[src/rtl/data_bus_pkg.sv]
// Shared types and constants for the single-initiator data-bus demultiplexer.
package data_bus_pkg;

    localparam int NUM_TARGETS = 4;
    localparam int SEL_W       = 2;
    localparam int BUS_XLEN    = 32;
    localparam int BUS_ADDR_W  = 32;

    typedef enum logic [1:0] {
        IDLE = 2'd0,
        BUSY = 2'd1,
        RESP = 2'd2
    } bus_state_e;

    typedef struct packed {
        logic                    we;
        logic [BUS_ADDR_W-1:0]   addr;
        logic [BUS_XLEN-1:0]     wdata;
        logic [BUS_XLEN/8-1:0]   be;
    } bus_req_t;

    function automatic logic [NUM_TARGETS-1:0] sel_onehot(input logic [SEL_W-1:0] sel);
        logic [NUM_TARGETS-1:0] onehot;
        case (sel)
            2'd0:    onehot = 4'b0001;
            2'd1:    onehot = 4'b0010;
            2'd2:    onehot = 4'b0100;
            2'd3:    onehot = 4'b1000;
            default: onehot = 4'b0000;
        endcase
        return onehot;
    endfunction

endpackage

[src/rtl/data_bus_demux_4_1_timeout.sv]
// bus_timeout_cnt: saturating cycle counter; expired is high while the count
// sits at LIMIT-1. Used by data_bus_demux_4_1 only when DATA_BUS_TIMEOUT_EN is set.
module bus_timeout_cnt #(
    parameter int LIMIT = 16
) (
    input  logic clk,
    input  logic reset,
    input  logic clr,
    input  logic en,
    output logic expired
);

    localparam int CW = $clog2(LIMIT) + 1;
    localparam logic [CW-1:0] LAST = CW'(LIMIT - 1);

    logic [CW-1:0] cnt_r;
    logic [CW-1:0] cnt_s;
    logic          expired_r;

    // Next count: clear wins, then saturating increment.
    always_comb begin
        cnt_s = cnt_r;
        if (clr) begin
            cnt_s = {CW{1'b0}};
        end else if (en && (cnt_r != LAST)) begin
            cnt_s = cnt_r + {{(CW-1){1'b0}}, 1'b1};
        end else begin
            cnt_s = cnt_r;
        end
    end

    // Count and expiry flag registers.
    always_ff @(posedge clk) begin
        if (reset) begin
            cnt_r     <= {CW{1'b0}};
            expired_r <= 1'b0;
        end else begin
            cnt_r     <= cnt_s;
            expired_r <= (cnt_s == LAST);
        end
    end

    assign expired = expired_r;

endmodule

[src/rtl/data_bus_demux_4_1.sv]
// Routes one outstanding load/store transaction to one of four targets selected
// by m_addr[SEL_LSB+1:SEL_LSB]. Optional target-ack timeout: DATA_BUS_TIMEOUT_EN.
module data_bus_demux_4_1
    import data_bus_pkg::*;
#(
    parameter int XLEN           = 32,
    parameter int ADDR_W         = 32,
    parameter int SEL_LSB        = 28,
    parameter int TIMEOUT_CYCLES = 16
) (
    input  logic                                clk,
    input  logic                                reset,
    input  logic                                m_req,
    input  logic                                m_we,
    input  logic [ADDR_W-1:0]                   m_addr,
    input  logic [XLEN-1:0]                     m_wdata,
    input  logic [XLEN/8-1:0]                   m_be,
    output logic                                m_ack,
    output logic [XLEN-1:0]                     m_rdata,
    output logic                                m_err,
    output logic [NUM_TARGETS-1:0]              t_req,
    output logic                                t_we,
    output logic [ADDR_W-1:0]                   t_addr,
    output logic [XLEN-1:0]                     t_wdata,
    output logic [XLEN/8-1:0]                   t_be,
    input  logic [NUM_TARGETS-1:0]              t_ack,
    input  logic [NUM_TARGETS-1:0][XLEN-1:0]    t_rdata
);

    // The latched payload struct is sized by the package widths.
    if ((XLEN != BUS_XLEN) || (ADDR_W != BUS_ADDR_W)) begin : g_bad_width
        $error("data_bus_demux_4_1: XLEN/ADDR_W must match data_bus_pkg widths");
    end
    if (SEL_LSB + 1 >= ADDR_W) begin : g_bad_sel
        $error("data_bus_demux_4_1: select field outside address");
    end
    if (TIMEOUT_CYCLES < 2) begin : g_bad_timeout
        $error("data_bus_demux_4_1: TIMEOUT_CYCLES must be at least 2");
    end

    bus_state_e             state_r;
    bus_state_e             state_s;
    bus_req_t               req_r;
    logic [SEL_W-1:0]       sel_r;
    logic [NUM_TARGETS-1:0] t_req_r;
    logic [XLEN-1:0]        rdata_r;
    logic                   err_r;
    logic                   m_ack_r;
    logic [XLEN-1:0]        m_rdata_r;
    logic                   m_err_r;
    logic                   accept_s;
    logic                   ack_sel_s;
    logic                   timeout_s;

    // A request still held high during the m_ack cycle belongs to the finished
    // transaction, so IDLE refuses it until m_ack has dropped.
    always_comb begin
        accept_s  = (state_r == IDLE) && m_req && !m_ack_r;
        ack_sel_s = (state_r == BUSY) && t_ack[sel_r];
    end

`ifdef DATA_BUS_TIMEOUT_EN
    logic expired_s;
    logic busy_wait_s;

    // Counter advances only on BUSY cycles with no ack from the selected target.
    always_comb begin
        busy_wait_s = (state_r == BUSY) && !t_ack[sel_r];
        timeout_s   = busy_wait_s && expired_s;
    end

    bus_timeout_cnt #(
        .LIMIT   (TIMEOUT_CYCLES)
    ) u_timeout (
        .clk     (clk),
        .reset   (reset),
        .clr     (accept_s),
        .en      (busy_wait_s),
        .expired (expired_s)
    );
`else
    // Without the timeout, BUSY waits for the target indefinitely.
    always_comb begin
        timeout_s = 1'b0;
    end
`endif

    // Next-state logic.
    always_comb begin
        state_s = state_r;
        case (state_r)
            IDLE: begin
                if (accept_s) state_s = BUSY;
                else          state_s = IDLE;
            end
            BUSY: begin
                if (ack_sel_s || timeout_s) state_s = RESP;
                else                        state_s = BUSY;
            end
            RESP:    state_s = IDLE;
            default: state_s = IDLE;
        endcase
    end

    // State register.
    always_ff @(posedge clk) begin
        if (reset) state_r <= IDLE;
        else       state_r <= state_s;
    end

    // Request capture, target strobe and response capture.
    always_ff @(posedge clk) begin
        if (reset) begin
            req_r   <= '0;
            sel_r   <= {SEL_W{1'b0}};
            t_req_r <= {NUM_TARGETS{1'b0}};
            rdata_r <= {XLEN{1'b0}};
            err_r   <= 1'b0;
        end else begin
            case (state_r)
                IDLE: begin
                    if (accept_s) begin
                        req_r.we    <= m_we;
                        req_r.addr  <= m_addr;
                        req_r.wdata <= m_wdata;
                        req_r.be    <= m_be;
                        sel_r       <= m_addr[SEL_LSB +: SEL_W];
                        t_req_r     <= sel_onehot(m_addr[SEL_LSB +: SEL_W]);
                        rdata_r     <= {XLEN{1'b0}};
                        err_r       <= 1'b0;
                    end
                end
                BUSY: begin
                    // An ack in the same cycle as the timeout takes priority.
                    if (ack_sel_s) begin
                        t_req_r <= {NUM_TARGETS{1'b0}};
                        rdata_r <= req_r.we ? {XLEN{1'b0}} : t_rdata[sel_r];
                        err_r   <= 1'b0;
                    end else if (timeout_s) begin
                        t_req_r <= {NUM_TARGETS{1'b0}};
                        rdata_r <= {XLEN{1'b0}};
                        err_r   <= 1'b1;
                    end
                end
                default: begin
                end
            endcase
        end
    end

    // Initiator response: a single-cycle pulse following the RESP state.
    always_ff @(posedge clk) begin
        if (reset) begin
            m_ack_r   <= 1'b0;
            m_rdata_r <= {XLEN{1'b0}};
            m_err_r   <= 1'b0;
        end else begin
            m_ack_r   <= (state_r == RESP);
            m_rdata_r <= (state_r == RESP) ? rdata_r : {XLEN{1'b0}};
            m_err_r   <= (state_r == RESP) && err_r;
        end
    end

    assign m_ack   = m_ack_r;
    assign m_rdata = m_rdata_r;
    assign m_err   = m_err_r;
    assign t_req   = t_req_r;
    assign t_we    = req_r.we;
    assign t_addr  = req_r.addr;
    assign t_wdata = req_r.wdata;
    assign t_be    = req_r.be;

endmodule

[config.mk]
export PLATFORM = sky130hd
export DESIGN_NAME = data_bus_demux_4_1
export DESIGN_NICKNAME = d
export VERILOG_FILES = /design/src/rtl/data_bus_pkg.sv /design/src/rtl/data_bus_demux_4_1_timeout.sv /design/src/rtl/data_bus_demux_4_1.sv
export SDC_FILE = /design/constraint.sdc
export NUM_CORES = 1
export LEC_CHECK = 0
export CAP_MARGIN = 20
export CORE_MARGIN = 2
export CORE_UTILIZATION = 39
export DETAILED_ROUTE_END_ITERATION = 7
export PLACE_DENSITY = 0.91
export SETUP_SLACK_MARGIN = 0.15
export SLEW_MARGIN = 40
export SYNTH_ARGS = -nofsm -noshare
export SYNTH_HDL_FRONTEND = slang
export SYNTH_SLANG_ARGS = --single-unit
export TNS_END_PERCENT = 5
[constraint.sdc]
create_clock -name clk -period 1.9 [get_ports clk]
set_input_delay 0.38 -clock clk [delete_from_list [all_inputs] [get_ports clk]]
set_output_delay 0.38 -clock clk [all_outputs]
set_load 0.02 [all_outputs]
After elaboration in Yosys (flattened, before gate mapping)
Cells that the tools add are included.
- register bits: 144
- bits of input ports: 204
- output and inout bits: 107
- word-level logic and storage cells: 50
- $lt $le $gt $ge: 1
- equal/unequal tests: 7
- muxes and demuxes: 18
- bitwise logic cells: 1
- reduce and logical (&&, ||, !) cells: 11
- operators by type and width (operator ; count):
    $mux W32 ; 4
    $bmux W32 S2 ; 1
    $pmux W32 S2 ; 1
    $pmux W4 S4 ; 1
    $mux W4 ; 2
    $pmux W4 S2 ; 1
    $eq A2 B2 Y1 const B ; 3
    $eq A2 B1 Y1 const B ; 2
    $logic_and A1 B1 Y1 ; 4
    $logic_not A2 Y1 ; 2
    $mux W1 ; 4
    $ne A2 B2 Y1 const B ; 2
    $pmux W2 S2 ; 1
    $lt A2 B3 Y1 const B ; 1
    $reduce_and A3 Y1 ; 1
    $bmux W1 S2 ; 1
    $mux W2 ; 1
    $pmux W1 S2 ; 1
    $reduce_and A2 Y1 ; 1
    $reduce_bool A2 Y1 ; 1
    $reduce_or A2 Y1 ; 1
    $logic_not A1 Y1 ; 1
    $not A1 Y1 ; 1

Depth between registers and ports, before layout
Gate-level depths: netlist (run 1).
- depth after elaboration: 5
- mapped depth: 6
- mapped depth without buffers: 3

Worst setup path after synthesis (run 1)
Ideal clock, no wire load.
- kind: register to register
- start point: reg, netlist name t_addr[29]
- end point: reg t_req_r[1] (netlist: t_req[1])
- library setup time: 0.121 ns
- arrival time: 1.726 ns
- data required time: 1.779 ns
- path slack: 0.053 ns
- stages on the path, launching flop included: 6
- path buffers: 2
- period minus slack after synthesis: 1.847 ns
- cells stage by stage: dfxtp_1 -> buf_6 -> mux2_2 -> a221oi_2 -> buf_6 -> mux2_2
- RTL lines (what ; line ; RTL):
    end signal: assignment ; data_bus_demux_4_1.sv:116 ; t_req_r <= {NUM_TARGETS{1'b0}};
    end signal: assignment ; data_bus_demux_4_1.sv:128 ; t_req_r <= sel_onehot(m_addr[SEL_LSB +: SEL_W]);
    end signal: assignment ; data_bus_demux_4_1.sv:136 ; t_req_r <= {NUM_TARGETS{1'b0}};
    end: declaration ; data_bus_demux_4_1.sv:45 ; logic [NUM_TARGETS-1:0] t_req_r;

Worst setup path in the final report (run 1)
- start point: reg req_r (netlist bit t_addr[19])
- end point: out t_addr[19]
- RTL lines (what ; line ; RTL):
    start: declaration ; data_bus_demux_4_1.sv:43 ; bus_req_t req_r;
    end: declaration ; data_bus_demux_4_1.sv:23 ; output logic [ADDR_W-1:0] t_addr,
No word-level cell between the ends.

==> metrics.md, run 1 <==
| Metric | Value |
|---|---|
| Status | `finished, final reports clean` |
| Clk sinks | `140` |
| Top-area cell type share of the netlist area | `48.7%` |
| Die Y | `126 um` |
| Detailed-routing wirelength on met1 | `6.73 mm` |
| FF/Latch Area | `2810 um2` |
| Total routed wirelength | `18.6 mm` |
| Post-Synth XOR/XNOR Area | `0%` |
| CP endpoint kind | `output port` |
| Initial antenna violation count | `1` |
| Total grt overflow | `0` |
| Most common cell after layout, fill and taps aside | `clkdlybuf4s50_1` |
| Area of the multi-input gates | `2730 um2` |
| Yosys warning count | `0` |
| Worst Slack Setup Final | `172 ps` |
| Syn Area/Cell | `9.90 um2` |
| Setup violators final | `0` |
| Setup WS pre-CTS | `-215 ps` |
| Multiplexer share of the synthesized area | `19.6%` |
| Post-DRT Antenna Nets | `0` |
| Worst hold path class | `in2reg` |
| Tmin final | `1730 ps` |
| Worst R2R Setup Slack | `180 ps` |
| Hold Fails Final Rpt | `0` |
| Synth Area in Compound Gates | `6.52%` |
| Post-DR vias/cell | `4.94` |
| GRT Total Usage | `23.4%` |
| Tcrit/Tclk final | `90.9%` |
| Clk_skew | `6.84 ps` |
| Share of cells above drive strength 1 | `11.6%` |
| Gpl congestion | `0.756` |
| Via count | `5389` |
| Met3 WL post-DR | `1.75 mm` |
| # fillers | `1116` |
| Fmax | `0.579 GHz` |
| Maximum vdd drop | `0.000543 V` |
| Crit Path Max Fanout | `2` |
| Nets | `1097` |
| Clock Latency Late Sink | `410 ps` |
| PwrDens | `824 nW/um2` |
| Hold Slack | `231 ps` |
| Hold path depth | `2` |
| Stages on the worst setup path | `1` |
| Hold_buf cts | `0` |
| WP data arrival | `1350 ps` |
| Drt drc | `0` |
| Synth Area in Adders | `0%` |
| Die width | `126 um` |
| Top delay family on crit path | `buffers and inverters` |
| Layout area overhead | `69.4%` |
| Initial core utilization | `39.8%` |
| Ports | `311` |
| CP startpoint kind | `flop` |
| Area contributors post-synth | `dfxtp_1 49%, mux4_2 13%, nand2_1 11%` |
| Flop and latch count out of synthesis | `140` |
| Clock tree from TritonCTS | `done` |
| Unrepaired setup endpoints after global routing | `true` |
| Number of max-cap violations | `0` |
| Core Area | `14500 um2` |
| Bufs on Longest Clock Path | `2` |
| Vias in the first global route | `5755` |
| Setup CP Type | `reg2out` |
| Slowest CP cell | `clkdlybuf4s50_1` |
| H-Tree Depth | `4` |
| Slowest cell delay on critical path | `610 ps` |
| Net Count, Synth | `786` |
| Largest net degree at the start of global routing | `49` |
| Critical Path RT | `1520 ps` |
| Area leader, netlist | `dfxtp_1` |
| Pleak | `3.95 nW` |
| Buf+Inv Stages, Crit Path | `1` |
| Worst Reg-to-Reg Cells | `4` |
| Fin. max-slew vios | `0` |
| Root buf cell | `clkbuf_16` |
| Clock slew at reported path FFs | `60 ps` |
| Post-Synth Simple-Gate Area | `20.7%` |
| Total CTS buffers | `17` |
| Area of the mapped netlist | `5760 um2` |
| Seq/Total Area, Yosys | `48.7%` |
| Port bufs | `309` |
| Drt wl/cell | `17.1 um` |
| Met2 Wirelength | `9.65 mm` |
| Drt pass-1 iters | `4` |
| Main combinational cell family by area after synthesis | `simple AND/OR/NAND/NOR gates` |
| First-pass GRT wire length | `28.9 mm` |
| Hpwl dp | `13.9 mm` |
| Top Layer Used | `met4` |
| Synth cell types | `29` |
| Floorplan row count | `44` |
| CP cell instances | `clkdlybuf4s50_1` |
| Full die area | `15800 um2` |
| DRT iter0 DRCs | `245` |
| Mapped Cells | `582` |
| Most frequent cells in the layout | `248 x clkdlybuf4s50_1, 170 x nand2_1, 138 x dfxtp_1` |
[through the flow]
step	instance area, um2	setup TNS (ps)	std cells	total power, mW	util [%]
final	9750	0	1091	8.03	67.4
after global routing	9750	0	1091	8.37	67.4
after CTS	9670	0	1087	8.06	66.8
after detailed placement	9150	-17100	1055	4.86	63.2
after global placement	9150	-12490	1055	4.83	63.2
after floorplan	5760	0	582	3.99	-
[cells by family (layout without fill, tap and decap cells)]
family	after synthesis	count (layout)
buf+inv	47	371
mux	71	71
simple gates	251	251
compound gates	72	72
flops	140	140
other cells	1	2
[path summary, 6_finish.rpt]
path | start | to
hold reg to reg | t_addr[13] | t_addr[13]
setup reg to reg | state_r[0] | t_wdata[9]
hold / removal | reset | t_addr[29]
setup / recovery | t_addr[19] | t_addr[19]
[report_power, final]
part	switching, mW	total, mW	internal [mW]	leakage, nW
Combinational	0.699	1.62	0.921	2.52
Sequential	0.0812	3.16	3.08	1.14
Clock	1.22	3.25	2.03	0.282
[cell type report]
class	instances	area share, %
tap	184	2.36
antenna	1	0.0257
timing repair buffer	339	34.8
sequential	140	28.8
clock inverter	10	1.18
multi-input combinational	395	28.0
clock buffer	22	4.86
[registers in the layout, summed over array words and instances, names as in the netlist]
name,cells
m_ack,1
t_addr,32
t_be,4
t_wdata,32
t_req,4
rdata_r,32
m_rdata,32
t_we,1
state_r,2
[synthesized netlist by cell type, drive strengths merged]
master	instances
nand2	170
dfxtp	140
a21oi	69
nand2b	36
mux2i	35
mux4	33
and2	32
clkbuf	31
buf	16
mux2	3
nor4b	3
nor2b	2
nor3b	2
or4b	2
a211oi	1
a221oi	1
a22oi	1
and3b	1
conb	1
nor2	1
or4	1
or4bb	1
[layer usage]
layer / GRT usage (%) / vias to the layer above
met2: 43.0 / 231
li1: - / 2574
met3: 9.54 / 43
met1: 23.5 / 2541
met4: 9.41 / 0
met5: 0 / -
[what timing repair did]
action                                  in CTS  in global routing
resized for setup                           59                  7
gates cloned                                 0                  2
buffers inserted                             0                  1
endpoints found under the setup margin      58                 75
pin swaps                                    0                  1
Power figures use the tool's default switching activity.
==> run 2, diff against run 1 <==
==> constraint.sdc (replaced) <==
create_clock -name clk -period 1.9 [get_ports clk]
set_input_delay 0.38 -clock clk [delete_from_list [all_inputs] [get_ports clk]]
set_output_delay 0.38 -clock clk [all_outputs]
set_load 0.01 [all_outputs]
==> run 2 against run 1 <==
Effect of this change: sequential power about the same; critical path depth up 3; largest cell class unchanged; clock skew up 3.5 ps; register-to-register slack worse by 70 ps; global-route usage down 0.87 points; final cell count down 0.92%; combinational power down 7%; critical endpoint is now rdata_r[6]; highest routed layer unchanged; utilization down 0.54 points.
==> metrics.md, run 2 (synthesis gave the netlist of run 1 again) <==
| Metric | Value |
|---|---|
| Clock Latency Late Sink | `410 ps (about the same)` |
| Critical Path RT | `2220 ps (+700 ps)` |
| Drt drc | `0 (unchanged)` |
| Fin Setup TNS | `0 ps (unchanged)` |
| Core Area | `14500 um2 (unchanged)` |
| Slowest cell delay on critical path | `400 ps (-210 ps)` |
| Drt pass-1 iters | `4 (unchanged)` |
| Full die area | `15800 um2 (unchanged)` |
| Net Sw Power | `1.88 mW (-5.9%)` |
| Pleak | `3.63 nW (-7.9%)` |
| Top delay family on crit path | `multiplexers` |
| Drt wl/cell | `16.5 um (-3.3%)` |
| Unrepaired setup endpoints after global routing | `true` |
| Clk_skew | `10.3 ps (+3.51 ps)` |
| Antenna Cells | `0 (-1)` |
| WP data arrival | `2110 ps (+760 ps)` |
| Nets | `1089 (-0.73%)` |
| Post-route cell area | `9680 um2 (-0.80%)` |
| Worst hold path class | `in2reg` |
| H-Tree Depth | `4 (unchanged)` |
| Fmax | `0.558 GHz (-3.6%)` |
| Worst R2R Setup Slack | `110 ps (-70 ps)` |
| First-pass GRT wire length | `28.1 mm (-2.8%)` |
| Slowest CP cell | `dfxtp_4` |
| Hold_buf cts | `0 (unchanged)` |
| Initial antenna violation count | `0 (-1)` |
| GRT Total Usage | `22.6% (-0.87 points)` |
| Hold Fails Final Rpt | `0 (unchanged)` |
| PwrDens | `805 nW/um2 (-2.2%)` |
| Most frequent cells in the layout | `306 x clkdlybuf4s50_1, 170 x nand2_1, 138 x dfxtp_1` |
| Post-CTS Setup Bufs | `0 (unchanged)` |
| Sequential fraction of design power | `40.6% (+1.2 points)` |
| Post-DR vias/cell | `4.92 (-0.31%)` |
| # fillers | `1069 (-4.2%)` |
| Post-DP Area | `9070 um2 (-0.93%)` |
| Fin. max-slew vios | `0 (unchanged)` |
| FF-to-FF Start | `t_addr[29]` |
| Ports | `311 (unchanged)` |
| Hold Slack | `366 ps (+135 ps)` |
| CP endpoint kind | `flop` |
| Port bufs | `309 (unchanged)` |
| Most common cell after layout, fill and taps aside | `clkdlybuf4s50_1` |
| DRT iter0 DRCs | `264 (+7.8%)` |
| Total grt overflow | `0 (unchanged)` |
| Clock tree from TritonCTS | `done` |
| Status | `finished, final reports clean` |
| Vias in the first global route | `5486 (-4.7%)` |
| Via count | `5323 (-1.2%)` |
| Setup CP Type | `reg2reg` |
| Clock power frac | `40.1% (-0.4 points)` |
| Layout area overhead | `68.0%` |
| Number of max-cap violations | `0 (unchanged)` |
| Buf+Inv Stages, Crit Path | `1 (unchanged)` |
| Post-DRT Antenna Nets | `0 (unchanged)` |
| Initial core utilization | `39.8% (unchanged)` |
| Share of cells above drive strength 1 | `10.7% (-0.89 points)` |
| Setup violators final | `0 (unchanged)` |
| Clk sinks | `140 (unchanged)` |
| Gpl congestion | `0.766 (+1.4%)` |
| Bufs on Longest Clock Path | `2 (unchanged)` |
| Maximum vdd drop | `0.000689 V (+27%)` |
| Root buf cell | `clkbuf_16` |
| Tmin final | `1790 ps (+64.6 ps)` |
| Clock slew at reported path FFs | `50 ps (about the same)` |
| Crit Path Max Fanout | `35 (+33)` |
| CP startpoint kind | `flop` |
| Largest net degree at the start of global routing | `55 (+12%)` |
| Critical Path Source | `t_addr[29]` |
| Total CTS buffers | `17 (unchanged)` |
| Int Pwr | `5.91 mW (-2.0%)` |
| CP cell instances | `mux2_2 > a221oi_4 > buf_12 > mux2i_1` |
| Hpwl dp | `13.1 mm (-5.8%)` |
| Total routed wirelength | `17.9 mm (-4.2%)` |
| Tcrit/Tclk final | `94.3% (+3.4 points)` |
| Die width | `126 um (unchanged)` |
| Logic gate share of total power | `19.4% (-0.8 points)` |
| Switch share | `24.1% (-0.75 points)` |
| Min-delay src | `reset` |
| Utilization after layout | `66.8% (-0.54 points)` |
| Die Y | `126 um (unchanged)` |
| Floorplan row count | `44 (unchanged)` |
-- run 2: cell count changes in the layout (fill, tap and decap cells not counted), sizes merged --
cell / change
clkbuf: -5
clkdlybuf4s50: +58
buf: -7
bufbuf: +1
clkinv: +2
dlygate4sd2: -56
dlymetal6s2s: -1
diode: -1
clkdlybuf4s15: -1
-- run 2: power groups by stage --
stage	Combinational, mW	Sequential, mW	Clock (mW)
finish	1.51	3.16	3.12
global route	1.62	3.18	3.34
CTS	1.52	3.16	3.19
detailed placement	1.50	3.22	0
global placement	1.47	3.22	0
floorplan	0.643	3.26	0
-- run 2: timing repair --
| item | 4_1_cts | 5_1_grt |
|---|---|---|
| setup endpoints to repair | 7 | 40 |
| cloned | 1 | 0 |
| pin swaps | 0 | 0 |
| resized for setup | 5 | 2 |
| endpoints found under the hold margin | 0 | 0 |
-- run 2: cell type report --
type,instances,area [um2],area share [%]
clock buffers,19,433,4.47
clock inverters,12,125,1.29
multi-input cells,395,2720,28.1
flip-flops and latches,140,2810,29.0
well taps,184,230,2.38
repair buffers,331,3360,34.7
-- run 2: layer usage --
metal	vias up	routed length, um	global-route usage [%]
met5	-	0	0
met1	2517	6640	24.2
met3	21	1520	8.52
met4	0	280	6.27
li1	2562	-	-
met2	223	9420	41.3
-- run 2: final timing paths --
path,end,cells after the start
worst min register to register,t_addr[26],2
worst max-delay path,rdata_r[6],4
worst max register to register,rdata_r[6],4
worst min-delay path,t_addr[28],2
-- run 2: worst reg2reg max path, stage by stage (launching register included) --
cell,delay (ps)
dfxtp_4,400
mux2_2,390
a221oi_4,340
buf_12,290
mux2i_1,280
-- run 2: per-stage QoR --
| stage | power, mW | setup WS (ps) | std cells |
|---|---|---|---|
| floorplan | 3.91 | 184 | 582 |
| global placement | 4.69 | -131 | 1049 |
| detailed placement | 4.72 | -192 | 1049 |
| CTS | 7.88 | 3.99 | 1081 |
| global route | 8.13 | 40.4 | 1081 |
| finish | 7.79 | 108 | 1081 |
